===== src/rtl/prefetch_pkg.sv =====
// ============================================================================
// Module      : prefetch_pkg
// Description : Shared types and constants for the instruction prefetcher.
// Revision    : 1.0 - initial release
// ============================================================================
`default_nettype none

package prefetch_pkg;

    localparam int PHYS_ADDR_W = 20;

    typedef enum logic [2:0] {
        PF_IDLE    = 3'd0,
        PF_FETCH   = 3'd1,
        PF_PUSH_LO = 3'd2,
        PF_PUSH_HI = 3'd3,
        PF_ABORT   = 3'd4
    } pf_state_t;

endpackage

`default_nettype wire


===== src/rtl/segment_address.sv =====
// ============================================================================
// Module      : segment_address
// Description : Real-mode CS:IP to 20-bit physical address translation.
// Revision    : 1.0 - initial release
// ============================================================================
`default_nettype none

module segment_address
    import prefetch_pkg::*;
(
    input  logic [15:0]            cs,
    input  logic [15:0]            ip,
    output logic [PHYS_ADDR_W-1:0] phys
);

    // The 20-bit sum wraps naturally at 1 MiB.
    assign phys = {cs, 4'b0000} + {4'b0000, ip};

endmodule

`default_nettype wire


===== src/rtl/instruction_prefetch.sv =====
// ============================================================================
// Module      : instruction_prefetch
// Description : Fetches aligned 16-bit words at CS:IP and pushes the useful
//               bytes into the instruction byte FIFO; flushes on CS:IP loads.
//               Optional: PREFETCH_FLUSH_COUNT_EN adds the flush_discards count.
// Revision    : 1.0 - initial release
// ============================================================================
`default_nettype none

module instruction_prefetch
    import prefetch_pkg::*;
#(
    parameter logic [15:0] RESET_CS = 16'hFFFF,
    parameter logic [15:0] RESET_IP = 16'h0000
)
(
    input  logic        clk,
    input  logic        reset,
    input  logic        load_new_cs_ip,
    input  logic [15:0] new_cs,
    input  logic [15:0] new_ip,
    output logic        fifo_wr_en,
    output logic [7:0]  fifo_wr_data,
    input  logic        fifo_full,
    output logic        fifo_reset,
    output logic        mem_access,
    output logic [18:0] mem_address,
    input  logic        mem_ack,
    input  logic [15:0] mem_data
`ifdef PREFETCH_FLUSH_COUNT_EN
    ,
    output logic [15:0] flush_discards
`endif
);

    pf_state_t              r_state;
    pf_state_t              w_next_state;
    logic [15:0]            r_cs;
    logic [15:0]            r_ip;
    logic [15:0]            r_data;
    logic [18:0]            r_addr;
    logic [PHYS_ADDR_W-1:0] w_phys;

    segment_address u_segment_address (
        .cs   (r_cs),
        .ip   (r_ip),
        .phys (w_phys)
    );

    always_ff @(posedge clk or negedge reset) begin
        if (!reset) begin
            r_state <= PF_IDLE;
        end else begin
            r_state <= w_next_state;
        end
    end

    // phys[0] equals ip[0]; an odd start means the low byte of the word is dropped.
    always_comb begin
        w_next_state = r_state;
        case (r_state)
            PF_IDLE: begin
                if (!load_new_cs_ip && !fifo_full) begin
                    w_next_state = PF_FETCH;
                end
            end
            PF_FETCH: begin
                if (load_new_cs_ip) begin
                    w_next_state = mem_ack ? PF_IDLE : PF_ABORT;
                end else if (mem_ack) begin
                    w_next_state = w_phys[0] ? PF_PUSH_HI : PF_PUSH_LO;
                end
            end
            PF_PUSH_LO: begin
                if (load_new_cs_ip) begin
                    w_next_state = PF_IDLE;
                end else if (!fifo_full) begin
                    w_next_state = PF_PUSH_HI;
                end
            end
            PF_PUSH_HI: begin
                if (load_new_cs_ip || !fifo_full) begin
                    w_next_state = PF_IDLE;
                end
            end
            PF_ABORT: begin
                if (mem_ack) begin
                    w_next_state = PF_IDLE;
                end
            end
            default: w_next_state = PF_IDLE;
        endcase
    end

    always_comb begin
        mem_access   = (r_state == PF_FETCH) || (r_state == PF_ABORT);
        fifo_wr_en   = ((r_state == PF_PUSH_LO) || (r_state == PF_PUSH_HI))
                       && !fifo_full && !load_new_cs_ip;
        fifo_wr_data = (r_state == PF_PUSH_HI) ? r_data[15:8] : r_data[7:0];
        fifo_reset   = load_new_cs_ip;
        mem_address  = r_addr;
    end

    always_ff @(posedge clk or negedge reset) begin
        if (!reset) begin
            r_cs <= RESET_CS;
            r_ip <= RESET_IP;
        end else if (load_new_cs_ip) begin
            r_cs <= new_cs;
            r_ip <= new_ip;
        end else if (fifo_wr_en) begin
            r_ip <= r_ip + 16'd1;
        end
    end

    // Address is captured once at issue so it stays stable for the whole bus cycle.
    always_ff @(posedge clk or negedge reset) begin
        if (!reset) begin
            r_addr <= 19'd0;
        end else if ((r_state == PF_IDLE) && (w_next_state == PF_FETCH)) begin
            r_addr <= w_phys[PHYS_ADDR_W-1:1];
        end
    end

    always_ff @(posedge clk or negedge reset) begin
        if (!reset) begin
            r_data <= 16'd0;
        end else if ((r_state == PF_FETCH) && mem_ack && !load_new_cs_ip) begin
            r_data <= mem_data;
        end
    end

`ifdef PREFETCH_FLUSH_COUNT_EN
    logic        w_discard;
    logic [15:0] r_discards;

    always_comb begin
        w_discard = (load_new_cs_ip && (((r_state == PF_FETCH) && mem_ack)
                                        || (r_state == PF_PUSH_LO)
                                        || (r_state == PF_PUSH_HI)))
                    || ((r_state == PF_ABORT) && mem_ack);
    end

    always_ff @(posedge clk or negedge reset) begin
        if (!reset) begin
            r_discards <= 16'd0;
        end else if (w_discard && (r_discards != 16'hFFFF)) begin
            r_discards <= r_discards + 16'd1;
        end
    end

    assign flush_discards = r_discards;
`endif

endmodule

`default_nettype wire


===== config.mk =====
export PLATFORM = sky130hd
export DESIGN_NAME = instruction_prefetch
export DESIGN_NICKNAME = d
export VERILOG_FILES = /design/src/rtl/prefetch_pkg.sv /design/src/rtl/segment_address.sv /design/src/rtl/instruction_prefetch.sv
export SDC_FILE = /design/constraint.sdc
export NUM_CORES = 1
export LEC_CHECK = 0
export BUFFER_PORTS_ARGS = -buffer_cell sky130_fd_sc_hd__buf_4
export CORE_ASPECT_RATIO = 1.25
export CORE_MARGIN = 4
export CORE_UTILIZATION = 50
export DETAILED_ROUTE_END_ITERATION = 6
export PLACE_DENSITY = 0.83
export SLEW_MARGIN = 5
export SYNTH_ARGS = -nofsm -noshare
export SYNTH_HDL_FRONTEND = slang
export SYNTH_HIERARCHICAL = 1
export SYNTH_SLANG_ARGS = --single-unit
export TNS_END_PERCENT = 50

===== constraint.sdc =====
create_clock -name clk -period 2.1 [get_ports clk]
set_input_delay 0.21 -clock clk [delete_from_list [all_inputs] [get_ports clk]]
set_output_delay 0.21 -clock clk [all_outputs]
set_load 0.1 [all_outputs]

==> results of run 1 <==
==> synthesized netlist by cell type (all sizes together), types with 2 or more instances <==
library cell / number / area, µm²
mux2: 59 / 702
dfrtp: 54 / 1350
nand2: 21 / 78.8
o21ai: 17 / 85.1
dfstp: 16 / 420
buf: 15 / 109
a21oi: 14 / 73.8
ha: 13 / 163
nor2: 13 / 51.3
nand4: 12 / 81.3
nand3: 11 / 55.1
xnor2: 10 / 87.6
xor2: 9 / 78.8
inv: 7 / 26.3
or3: 6 / 37.5
a21o: 5 / 37.5
a31oi: 5 / 31.3
nor3b: 5 / 48.8
a211oi: 4 / 30.0
and2: 4 / 25.0
clkbuf: 4 / 15.0
nand2b: 4 / 25.0
and3: 3 / 20.0
nand3b: 3 / 22.5
nor3: 3 / 15.0
o211ai: 3 / 22.5
and4: 2 / 17.5
nor4: 2 / 27.5
o2111a: 2 / 22.5
o221ai: 2 / 17.5
o311ai: 2 / 17.5
or2: 2 / 12.5
or4: 2 / 15.0
==> per-stage QoR <==
step / utilization (%) / hold WS (ns) / worst slack, ns / setup TNS, ns / cell area (µm²)
after floorplan: - / -0.0856 / -0.0277 / -0.0277 / 4000
after global placement: 61.8 / 0.376 / -0.0621 / -0.107 / 4820
after detailed placement: 61.8 / 0.381 / -0.0988 / -0.326 / 4820
after CTS: 65.0 / 0.00791 / -0.0296 / -0.0837 / 5070
after global routing: 66.8 / 0.0150 / -0.167 / -0.644 / 5200
final: 66.8 / 0.0235 / -0.0604 / -0.199 / 5200
==> power groups by stage <==
| stage | Combinational [W] | Sequential, W | Clock, W |
|---|---|---|---|
| finish | 0.00339 | 0.00194 | 0.00121 |
| global route | 0.00352 | 0.00199 | 0.00129 |
| CTS | 0.00331 | 0.00194 | 0.00123 |
| detailed placement | 0.00329 | 0.00196 | 0 |
| global placement | 0.00323 | 0.00193 | 0 |
| floorplan | 0.00134 | 0.00316 | 0 |
==> flip-flops by register name, indices dropped and copies added, names as in the netlist <==
name         count
r_data          16
r_ip            16
r_cs            16
r_state          3
mem_address     19
==> final cells by class <==
cell class                      count  area share (%)
Clock buffer                       12            2.79
Tap cell                           95            2.28
Inverter                            8           0.577
Sequential cell                    70            34.0
Multi-Input combinational cell    250            41.7
Timing Repair Buffer              119            17.2
Clock inverter                      4            1.35
==> worst max-delay path, delay by kind of cell (launching register included) <==
| family | cells | cell delay, ns |
|---|---|---|
| buffers and inverters | 1 | 0.19 |
| DFF | 1 | 0.38 |
| AOI/OAI and AO/OA | 2 | 0.58 |
| and+or+nand+nor | 2 | 0.25 |
| muxes | 1 | 0.17 |
| adders and majority gates | 2 | 0.54 |
==> cells by family after synthesis <==
kind of cell | after synthesis
XOR/XNOR | 19
AND/OR/NAND/NOR | 96
AO/OA/AOI/OAI | 61
adder cells (fa/ha/maj) | 14
buffers and inverters | 27
flip-flops | 70
multiplexers | 60
==> worst max-delay path by stage <==
stage | startpoint | end | slack [ns] | cells past startpoint
after floorplan | r_ip[4]$_DFFE_PN0P_ | mem_address[15]$_DFFE_PN0P_ | -0.03 | 7
after CTS | r_cs[8]$_DFFE_PN1P_ | mem_address[18]$_DFFE_PN0P_ | -0.03 | 6
after detailed placement | r_ip[4]$_DFFE_PN0P_ | mem_address[15]$_DFFE_PN0P_ | -0.1 | 7
after global placement | r_ip[4]$_DFFE_PN0P_ | mem_address[15]$_DFFE_PN0P_ | -0.06 | 7
after global routing | r_ip[4]$_DFFE_PN0P_ | mem_address[15]$_DFFE_PN0P_ | -0.17 | 8
final | r_ip[4]$_DFFE_PN0P_ | mem_address[15]$_DFFE_PN0P_ | -0.06 | 8
==> per-layer routing <==
layer	GRT usage [%]	up-vias	share of wire (%)
met4	9.76	0	2.9
met1	23.4	1526	40
li1	-	1493	-
met2	33.5	108	51
met3	6.36	26	6.6
met5	0	-	0
==> repair_timing <==
action / in CTS / in global routing
setup buffers: 2 / 6
hold buffers: 1 / 0
cloned: 0 / 0
endpoints found under the hold margin: 18 / 0
endpoints found under the setup margin: 16 / 10
pin swaps: 6 / 14
resized for setup: 2 / 13
==> out/qor.csv, run 1 <==
stage,metric,value,unit
synthesis,synth-compound-area-share,11.1,%
min_path,hold_depth,2,
floorplan,start_util,51.2,%
final_layout,regArea,0.00177,mm²
synthesis,syn_inst,347,
critical_path,cp_common_cell,nor3_1,
power_and_ir_drop,power_density,1260,mW/mm²
global_routing,antenna_found_initial,0,
final_layout,nets,525,
synthesis,synth_cell_types,56,
clock_network,clk_pin_slew,0.07,ns
power_and_ir_drop,ir_drop,0.984,mV
route,routed_via_density,5.65,
sta,period_minus_slack,2.16,ns
floorplan,die_area,0.00948,mm²
critical_path,reg2reg_slack,-0.06,ns
power_and_ir_drop,p_switching,0.00308,W
critical_path,worst-path-max-fanout,7,
sta,finalSetupViolCount,6,
synthesis,synth_edf_count,0,
route,first_iter_violations,103,
floorplan,io_pins,83,
final_layout,mostFrequentLayoutCell,buf_4,
synthesis,yosys.area_share.simple,14.0,%
clock_network,cts_tree,yes,
synthesis,dominantRegCellSynth,dfrtp_1,
sta,rsz0062_at_grt,true,
critical_path,r2r_end,mem_address[15]$_DFFE_PN0P_,
power_and_ir_drop,combinationalPowerShare,51.8,%
final_layout,num_antenna_cells,0,
critical_path,cp.arrival,2.46,ns
synthesis,yosys.area_share.adder,4.58,%
final_layout,area_delta_synth_final,30.5,%
sta,tightest_slew,0.868,ns
route,vias,3153,
global_routing,grt_first_pass_wirelength,14.7,mm
power_and_ir_drop,p_int,0.00346,W
placed_design,dpl.hpwl,6.62,mm
route,drt-total-wl,9.31,mm
floorplan,coreArea,0.00779,mm²
critical_path,worstSetupPathType,register to register,
clock_network,h-tree-depth,3,
min_path,hp-class,primary input to register,
synthesis,synth_fp_nets,414,
global_routing,grt_start_max_net_pins,71,
clock_network,clock_path_buffers,2,
run,drv_cap,0,
power_and_ir_drop,p_sw_share,47.1,%
sta,hold_viol,0,
final_layout,drive_gt1_share,50.3,%
min_path,hold_end,r_state[2]$_DFF_PN0_,
min_path,hp-start,mem_ack,
critical_path,slowest_delay,0.38,ns
critical_path,worst_setup_path_start_kind,register,
synthesis,asyncSetResetFlopFracSynth,100,%
synthesis,yosysWarnings,6,
sta,finalWorstSetupSlack,-0.0604,ns
critical_path,reg2reg_from,r_ip[4]$_DFFE_PN0P_,
critical_path,reg2reg_depth,8,
final_layout,mostFrequentLayoutCells,"118 x buf_4, 54 x dfrtp_1, 48 x mux2_2",
status,violations,setup timing,
sta,max_slew_margin,42.1,%
critical_path,cp_slowest_cell,dfrtp_1,
route,drc,0,
synthesis,synthXorXnorAreaFrac,4.17,%
power_and_ir_drop,seqPwrFrac,29.7,%
sta,clock_skew,0.0151,ns
placed_design,port_buffers,82,
synthesis,synth_area_per_cell,11.5,µm²
final_layout,multi_input_area,0.00217,mm²
power_and_ir_drop,clkPwrFrac,18.5,%
route,post_drt_wl_per_cell,16.7,µm
critical_path,crit_chain,"ha_2, fa_2, a21o_1, a221oi_4, buf_4, nor3_1, nor3_1, mux2_4",
synthesis,syn-cell-area,0.00399,mm²
final_layout,finalNonFillerCells,558,
global_routing,grt_pass1_vias,3189,
route,first_pass_iters,4,
status,outcome,"complete, but fails checks",
power_and_ir_drop,power,0.00654,W
clock_network,cts_buffers,9,
clock_network,clock-sinks,70,
clock_network,root_buffer,clkbuf_8,
route,ant_nets,0,
global_routing,grt_use_total,20.2,%
floorplan,die_w,87.9,µm
critical_path,critPathCaptureType,register,
floorplan,dieHeight,108,µm
sta,final-max-slew-violation-count,0,
power_and_ir_drop,power_leakage,2.28,nW
synthesis,synth_top_family_by_area,multiplexers,
synthesis,synth-seq-area-share,44.4,%
critical_path,worstPathRequired,2.40,ns
synthesis,muxShareOfSynthArea,17.9,%
global_routing,grt_overflow,0,
synthesis,ys_ff_latch,70,
sta,max_freq,463,MHz
final_layout,fillCellCount,601,
sta,post-route-period-util,103,%
placed_design,placed_cells,533,
floorplan,row_count,36,
placed_design,place_congestion,0.919,
clock_network,worstSkewPairLatency,0.36,ns
Note: power is estimated with default switching activity, not from simulation.
==> inputs of run 2 (changes only) <==
- TNS_END_PERCENT: 50 -> default
==> run 2 against run 1 <==
Against the previous run: the flow still finishes with violations (setup timing); register-to-register slack worse by 0.05 ns; clock skew rose by 0.0049 ns; first-iteration DRC count is 6.8% higher; sequential power barely moved; power fell by 2.9%; clock power fell by 14%; cell count shrank 0.36%; flip-flop and latch count stayed put; largest power group unchanged.
==> out/qor.csv, run 2 (synthesized netlist as in run 1, its figures left out) <==
stage,metric,value,unit,change
route,drt-total-wl,9.33,mm,was 9.31 mm
power_and_ir_drop,power_leakage,2.25,nW,was 2.28 nW
final_layout,mostFrequentLayoutCells,"115 x buf_4, 54 x dfrtp_1, 48 x mux2_2",,"was 118 x buf_4, 54 x dfrtp_1, 48 x mux2_2"
final_layout,mostFrequentLayoutCell,buf_4,,unchanged
placed_design,dp_slack,-0.0929,ns,was -0.0988 ns
power_and_ir_drop,p_sw_share,48.5,%,was 47.1%
sta,max_slew_margin,43.3,%,was 42.1%
clock_network,h-tree-depth,3,,unchanged
status,outcome,"complete, but fails checks",,unchanged
final_layout,area_delta_synth_final,28.7,%,was 30.5%
floorplan,die_area,0.00948,mm²,unchanged
final_layout,nets,523,,was 525
clock_network,cts_tree,yes,,unchanged
status,violations,setup timing,,unchanged
sta,tightest_slew,0.850,ns,was 0.868 ns
power_and_ir_drop,combinationalPowerShare,53.0,%,was 51.8%
sta,final-max-slew-violation-count,0,,unchanged
sta,finalWorstSetupSlack,-0.112,ns,was -0.0604 ns
global_routing,met1_usage,23.2,%,was 23.4%
power_and_ir_drop,p_int,0.00327,W,was 0.00346 W
power_and_ir_drop,power,0.00635,W,was 0.00654 W
power_and_ir_drop,clkPwrFrac,16.4,%,was 18.5%
sta,clock_skew,0.0200,ns,was 0.0151 ns
min_path,hold_end,r_ip[0]$_DFFE_PN0P_,,was r_state[2]$_DFF_PN0_
min_path,hp-class,primary input to register,,unchanged
sta,finalSetupViolCount,6,,unchanged
global_routing,grt_overflow,0,,unchanged
critical_path,worst_setup_path_start_kind,register,,unchanged
power_and_ir_drop,seqPwrFrac,30.6,%,was 29.7%
global_routing,gr-usage-met3,4.75,%,was 6.36%
floorplan,io_pins,83,,unchanged
global_routing,grt_start_max_net_pins,71,,unchanged
route,ant_nets,0,,unchanged
route,first_pass_iters,4,,unchanged
final_layout,drive_gt1_share,48.8,%,was 50.3%
critical_path,worstSetupPathType,register to register,,unchanged
critical_path,reg2reg_from,r_ip[4]$_DFFE_PN0P_,,unchanged
sta,setup_tns,-0.430,ns,was -0.199 ns
min_path,hp-start,new_ip[0],,was mem_ack
clock_network,clk_pin_slew,0.09,ns,was 0.07 ns
placed_design,place_congestion,0.917,,was 0.919
sta,period_minus_slack,2.21,ns,was 2.16 ns
global_routing,grt_first_pass_wirelength,15.2,mm,was 14.7 mm
clock_network,cts_buffers,9,,unchanged
route,routed_via_density,5.61,,was 5.65
critical_path,cp.arrival,2.46,ns,about the same
min_path,hold_depth,3,,was 2
clock_network,worstSkewPairLatency,0.37,ns,was 0.36 ns
sta,hold_viol,0,,unchanged
route,vias,3119,,was 3153
route,first_iter_violations,110,,was 103
route,post_drt_wl_per_cell,16.8,µm,was 16.7 µm
critical_path,critPathCaptureType,register,,unchanged
critical_path,reg2reg_depth,7,,was 8
sta,max_freq,452,MHz,was 463 MHz
placed_design,dpl.hpwl,6.68,mm,was 6.62 mm
floorplan,coreArea,0.00779,mm²,unchanged
clock_network,clock_path_buffers,2,,unchanged
sta,rsz0062_at_grt,true,,unchanged
critical_path,worstPathRequired,2.34,ns,was 2.40 ns
global_routing,grt_pass1_vias,3331,,was 3189
global_routing,grt_util_met2,36.8,%,was 33.5%
power_and_ir_drop,p_switching,0.00308,W,about the same
power_and_ir_drop,ir_drop,0.850,mV,was 0.984 mV
floorplan,start_util,51.2,%,unchanged
power_and_ir_drop,power_density,1240,mW/mm²,was 1260 mW/mm²
run,drv_cap,0,,unchanged
critical_path,r2r_end,mem_address[17]$_DFFE_PN0P_,,was mem_address[15]$_DFFE_PN0P_
critical_path,reg2reg_slack,-0.11,ns,was -0.06 ns
placed_design,port_buffers,82,,unchanged
clock_network,root_buffer,clkbuf_8,,unchanged
critical_path,worst-path-max-fanout,7,,unchanged
global_routing,antenna_found_initial,0,,unchanged
sta,post-route-period-util,105,%,was 103%
final_layout,num_antenna_cells,0,,unchanged
clock_network,clock-sinks,70,,unchanged
sta,hold_slack,0.0429,ns,was 0.0235 ns
route,drc,0,,unchanged
global_routing,top_usage_layer,met2,,unchanged
floorplan,dieHeight,108,µm,unchanged
floorplan,row_count,36,,unchanged
floorplan,die_w,87.9,µm,unchanged
global_routing,grt_use_total,20.9,%,was 20.2%
final_layout,largest_register_ffs,19,,unchanged
run 2: per-layer routing:
layer | vias up | wire length, µm
met5 | - | 0
met4 | 0 | 232
met3 | 17 | 582
met2 | 93 | 4870
met1 | 1524 | 3640
li1 | 1485 | -
run 2: final cells by class:
cell class                 instances  area, µm²
clock buffer                      15        176
clock inverter                     1       5.00
fill                             619       2660
inverter                           8       30.0
multi-input combinational        250       2150
sequential                        70       1770
tap                               95        119
timing repair buffer             117        883
run 2: critical path, stage by stage, from the launching register on:
cell and delay [ns]:
dfrtp_1 0.41, ha_4 0.17, fa_2 0.35, a21o_1 0.22, a221oi_4 0.38, or3_1 0.21, nand3_1 0.09, mux2_4 0.27
run 2: what timing repair did:
action / 4_1_cts / 5_1_grt
resized for setup: 4 / 9
setup endpoints to repair: 17 / 11
endpoints found under the hold margin: 48 / 0
pin swaps: 3 / 9
setup buffers: 2 / 4
hold buffers: 2 / 0
run 2: metrics by stage:
step / cell area (µm²) / std cells / utilization [%]
finish: 5130 / 556 / 65.8
global route: 5130 / 556 / 65.8
CTS: 5050 / 552 / 64.9
detailed placement: 4810 / 532 / 61.8
global placement: 4810 / 532 / 61.8
floorplan: 4000 / 347 / -
run 2: power groups by stage:
| stage | combinational, W | sequential [W] | clock, W |
|---|---|---|---|
| floorplan | 0.00134 | 0.00316 | 0 |
| finish | 0.00336 | 0.00194 | 0.00104 |
| global route | 0.00351 | 0.00200 | 0.00111 |
| global placement | 0.00323 | 0.00194 | 0 |
| CTS | 0.00332 | 0.00194 | 0.00106 |
| detailed placement | 0.00330 | 0.00196 | 0 |
run 2: worst max-delay path by stage:
| stage | from | end | slack, ns | cells past startpoint |
|---|---|---|---|---|
| after global placement | r_ip[4]$_DFFE_PN0P_ | mem_address[15]$_DFFE_PN0P_ | -0.01 | 7 |
| after global routing | r_ip[4]$_DFFE_PN0P_ | mem_address[17]$_DFFE_PN0P_ | -0.20 | 7 |
| after floorplan | r_ip[4]$_DFFE_PN0P_ | mem_address[13]$_DFFE_PN0P_ | 0.0005 | 7 |
| after detailed placement | r_ip[4]$_DFFE_PN0P_ | mem_address[15]$_DFFE_PN0P_ | -0.09 | 8 |
| after CTS | r_ip[4]$_DFFE_PN0P_ | mem_address[17]$_DFFE_PN0P_ | -0.07 | 7 |
| final | r_ip[4]$_DFFE_PN0P_ | mem_address[17]$_DFFE_PN0P_ | -0.11 | 7 |
==> inputs of run 3 (changes only) <==
- CORE_UTILIZATION: 50 -> 48
- PLACE_DENSITY: 0.83 -> 0.8
==> run 3 against run 2 <==
Against the previous run: the flow still finishes with violations (setup timing); die area rose by 3.8%; core utilization fell by 0.38 points; cell count rose by 0.18%; global-route usage fell by 1.1 points; sequential share of layout area fell by 0.39 points; clock-buffer cell count fell by 4; combinational power barely moved; clock power rose by 8%; register-to-register slack improved by 0.04 ns; flip-flop and latch count did not move; fmax rose by 2.0%; worst setup slack improved by 0.044 ns.
==> out/qor.csv, run 3 (synthesized netlist as in run 1, its figures left out) <==
stage,metric,value,unit,change
status,outcome,"complete, but fails checks",,unchanged
status,violations,setup timing,,unchanged
final_layout,drive_gt1_share,50.4,%,was 48.8%
power_and_ir_drop,p_sw_share,47.7,%,was 48.5%
clock_network,clock_path_buffers,2,,unchanged
clock_network,cts_tree,yes,,unchanged
power_and_ir_drop,power_density,1240,mW/mm²,about the same
final_layout,mostFrequentLayoutCell,buf_4,,unchanged
clock_network,clk_pin_slew,0.08,ns,was 0.09 ns
min_path,hp-class,primary input to register,,unchanged
sta,period_minus_slack,2.17,ns,was 2.21 ns
floorplan,die_w,89.5,µm,was 87.9 µm
run,drv_cap,0,,unchanged
sta,max_freq,461,MHz,was 452 MHz
sta,post-route-period-util,103,%,was 105%
final_layout,mostFrequentLayoutCells,"114 x buf_4, 54 x dfrtp_1, 48 x mux2_2",,"was 115 x buf_4, 54 x dfrtp_1, 48 x mux2_2"
sta,rsz0062_at_grt,true,,unchanged
sta,setup_tns,-0.0718,ns,was -0.430 ns
clock_network,clock-sinks,70,,unchanged
sta,finalWorstSetupSlack,-0.0686,ns,was -0.112 ns
critical_path,cp.arrival,2.41,ns,was 2.46 ns
clock_network,cts_buffers,9,,unchanged
clock_network,worstSkewPairLatency,0.35,ns,was 0.37 ns
route,ant_nets,0,,unchanged
critical_path,worst-path-max-fanout,5,,was 7
power_and_ir_drop,combinationalPowerShare,52.5,%,was 53.0%
route,post_drt_wl_per_cell,16.4,µm,was 16.8 µm
route,routed_via_density,5.61,,about the same
global_routing,grt_pass1_vias,3280,,was 3331
floorplan,coreArea,0.00793,mm²,was 0.00779 mm²
critical_path,critPathCaptureType,register,,unchanged
critical_path,worst_setup_path_start_kind,register,,unchanged
final_layout,area_delta_synth_final,30.2,%,was 28.7%
critical_path,cp_slowest_cell,dfstp_2,,was dfrtp_1
power_and_ir_drop,ir_drop,1.10,mV,was 0.850 mV
sta,final-max-slew-violation-count,0,,unchanged
power_and_ir_drop,power,0.00643,W,was 0.00635 W
route,first_iter_violations,141,,was 110
critical_path,worstPathRequired,2.34,ns,about the same
clock_network,h-tree-depth,3,,unchanged
global_routing,grt_start_max_net_pins,45,,was 71
route,drc,0,,unchanged
sta,hold_viol,0,,unchanged
power_and_ir_drop,seqPwrFrac,30.1,%,was 30.6%
final_layout,largest_register_ffs,19,,unchanged
floorplan,start_util,50.3,%,was 51.2%
global_routing,antenna_found_initial,0,,unchanged
critical_path,crit_chain,"ha_4, a21o_1, a31o_4, a2111oi_4, o311ai_2, mux2_4",,"was ha_4, fa_2, a21o_1, a221oi_4, or3_1, nand3_1, mux2_4"
global_routing,grt_overflow,0,,unchanged
power_and_ir_drop,p_int,0.00337,W,was 0.00327 W
critical_path,crit_family,compound AO/OA/AOI/OAI gates,,unchanged
final_layout,nets,524,,was 523
power_and_ir_drop,power_leakage,2.27,nW,was 2.25 nW
power_and_ir_drop,p_switching,0.00307,W,was 0.00308 W
global_routing,grt_use_total,19.8,%,was 20.9%
floorplan,die_area,0.00984,mm²,was 0.00948 mm²
sta,clock_skew,0.0100,ns,was 0.0200 ns
floorplan,dieHeight,110,µm,was 108 µm
placed_design,dpl.hpwl,6.79,mm,was 6.68 mm
sta,finalSetupViolCount,2,,was 6
sta,max_slew_margin,67.3,%,was 43.3%
critical_path,slowest_delay,0.56,ns,was 0.41 ns
sta,tightest_slew,0.490,ns,was 0.850 ns
route,vias,3123,,was 3119
floorplan,io_pins,83,,unchanged
clock_network,root_buffer,clkbuf_8,,unchanged
critical_path,worstSetupPathType,register to register,,unchanged
floorplan,row_count,36,,unchanged
route,drt-total-wl,9.13,mm,was 9.33 mm
final_layout,num_antenna_cells,0,,unchanged
global_routing,grt_first_pass_wirelength,14.8,mm,was 15.2 mm
critical_path,cp_num_buf_inv,0,,unchanged
placed_design,port_buffers,82,,unchanged
route,first_pass_iters,4,,unchanged
placed_design,place_congestion,0.835,,was 0.917
power_and_ir_drop,clkPwrFrac,17.5,%,was 16.4%
-- run 3: cell types whose count changed in the layout (fill, tap and decap cells not counted), sizes merged --
cell         before  now
clkbuf           15   11
clkinvlp          0    3
buf             115  117
bufinv            0    1
dlygate4sd3       2    1
-- run 3: final timing paths --
check	start	endpoint	slack, ns	cells past startpoint
max reg2reg	r_cs[8]$_DFFE_PN1P_	mem_address[18]$_DFFE_PN0P_	-0.07	6
min reg2reg	r_data[14]$_DFFE_PN0P_	r_data[14]$_DFFE_PN0P_	0.50	1
max in group asynchronous	reset	r_cs[2]$_DFFE_PN1P_	1.14	3
min in group asynchronous	reset	mem_address[7]$_DFFE_PN0P_	0.35	2
max	r_cs[8]$_DFFE_PN1P_	mem_address[18]$_DFFE_PN0P_	-0.07	6
min	mem_ack	r_state[2]$_DFF_PN0_	0.03	2
-- run 3: repair_timing --
action	CTS	global route
pin swaps	3	8
endpoints found under the hold margin	20	0
setup buffers	4	4
hold buffers	1	0
resized for setup	2	13
endpoints found under the setup margin	15	9
-- run 3: per-layer routing --
layer / up-vias / global-route usage (%) / share of wire (%)
li1: 1500 / - / -
met1: 1517 / 21.8 / 38
met2: 94 / 35.5 / 53
met3: 12 / 6.37 / 7.2
met4: 0 / 6.70 / 1.7
met5: - / 0 / 0
-- run 3: through the flow --
step | util, % | cell area, µm² | hold WS, ns | instances | setup slack (ns)
2_1_floorplan | - | 4000 | -0.0856 | 347 | 0.000547
3_3_place_gp | 60.9 | 4820 | 0.183 | 532 | -0.0153
3_5_place_dp | 60.9 | 4820 | 0.193 | 532 | -0.0912
4_1_cts | 64.1 | 5080 | 0.00581 | 553 | -0.00734
5_1_grt | 65.5 | 5190 | 0.0185 | 557 | -0.116
6_report | 65.5 | 5190 | 0.0294 | 557 | -0.0686
-- run 3: cell type report --
cell class              instances  area (µm²)
fillers                       598        2740
multi-input cells             250        2150
flip-flops and latches         70        1770
repair buffers                118         908
clock buffers                  11         151
well taps                      95         119
clock inverters                 5        57.6
inverters                       8        30.0
-- run 3: worst reg2reg max path: stages, from the launching register on --
cell and delay (ns):
dfstp_2 0.56, ha_4 0.20, a21o_1 0.18, a31o_4 0.25
a2111oi_4 0.38, o311ai_2 0.19, mux2_4 0.29
-- run 3: power by group through the flow --
stage	logic [W]	clock network, W	registers (W)
floorplan	0.00134	0	0.00316
global placement	0.00324	0	0.00193
detailed placement	0.00330	0	0.00196
CTS	0.00333	0.00116	0.00193
global route	0.00352	0.00122	0.00198
finish	0.00338	0.00112	0.00193
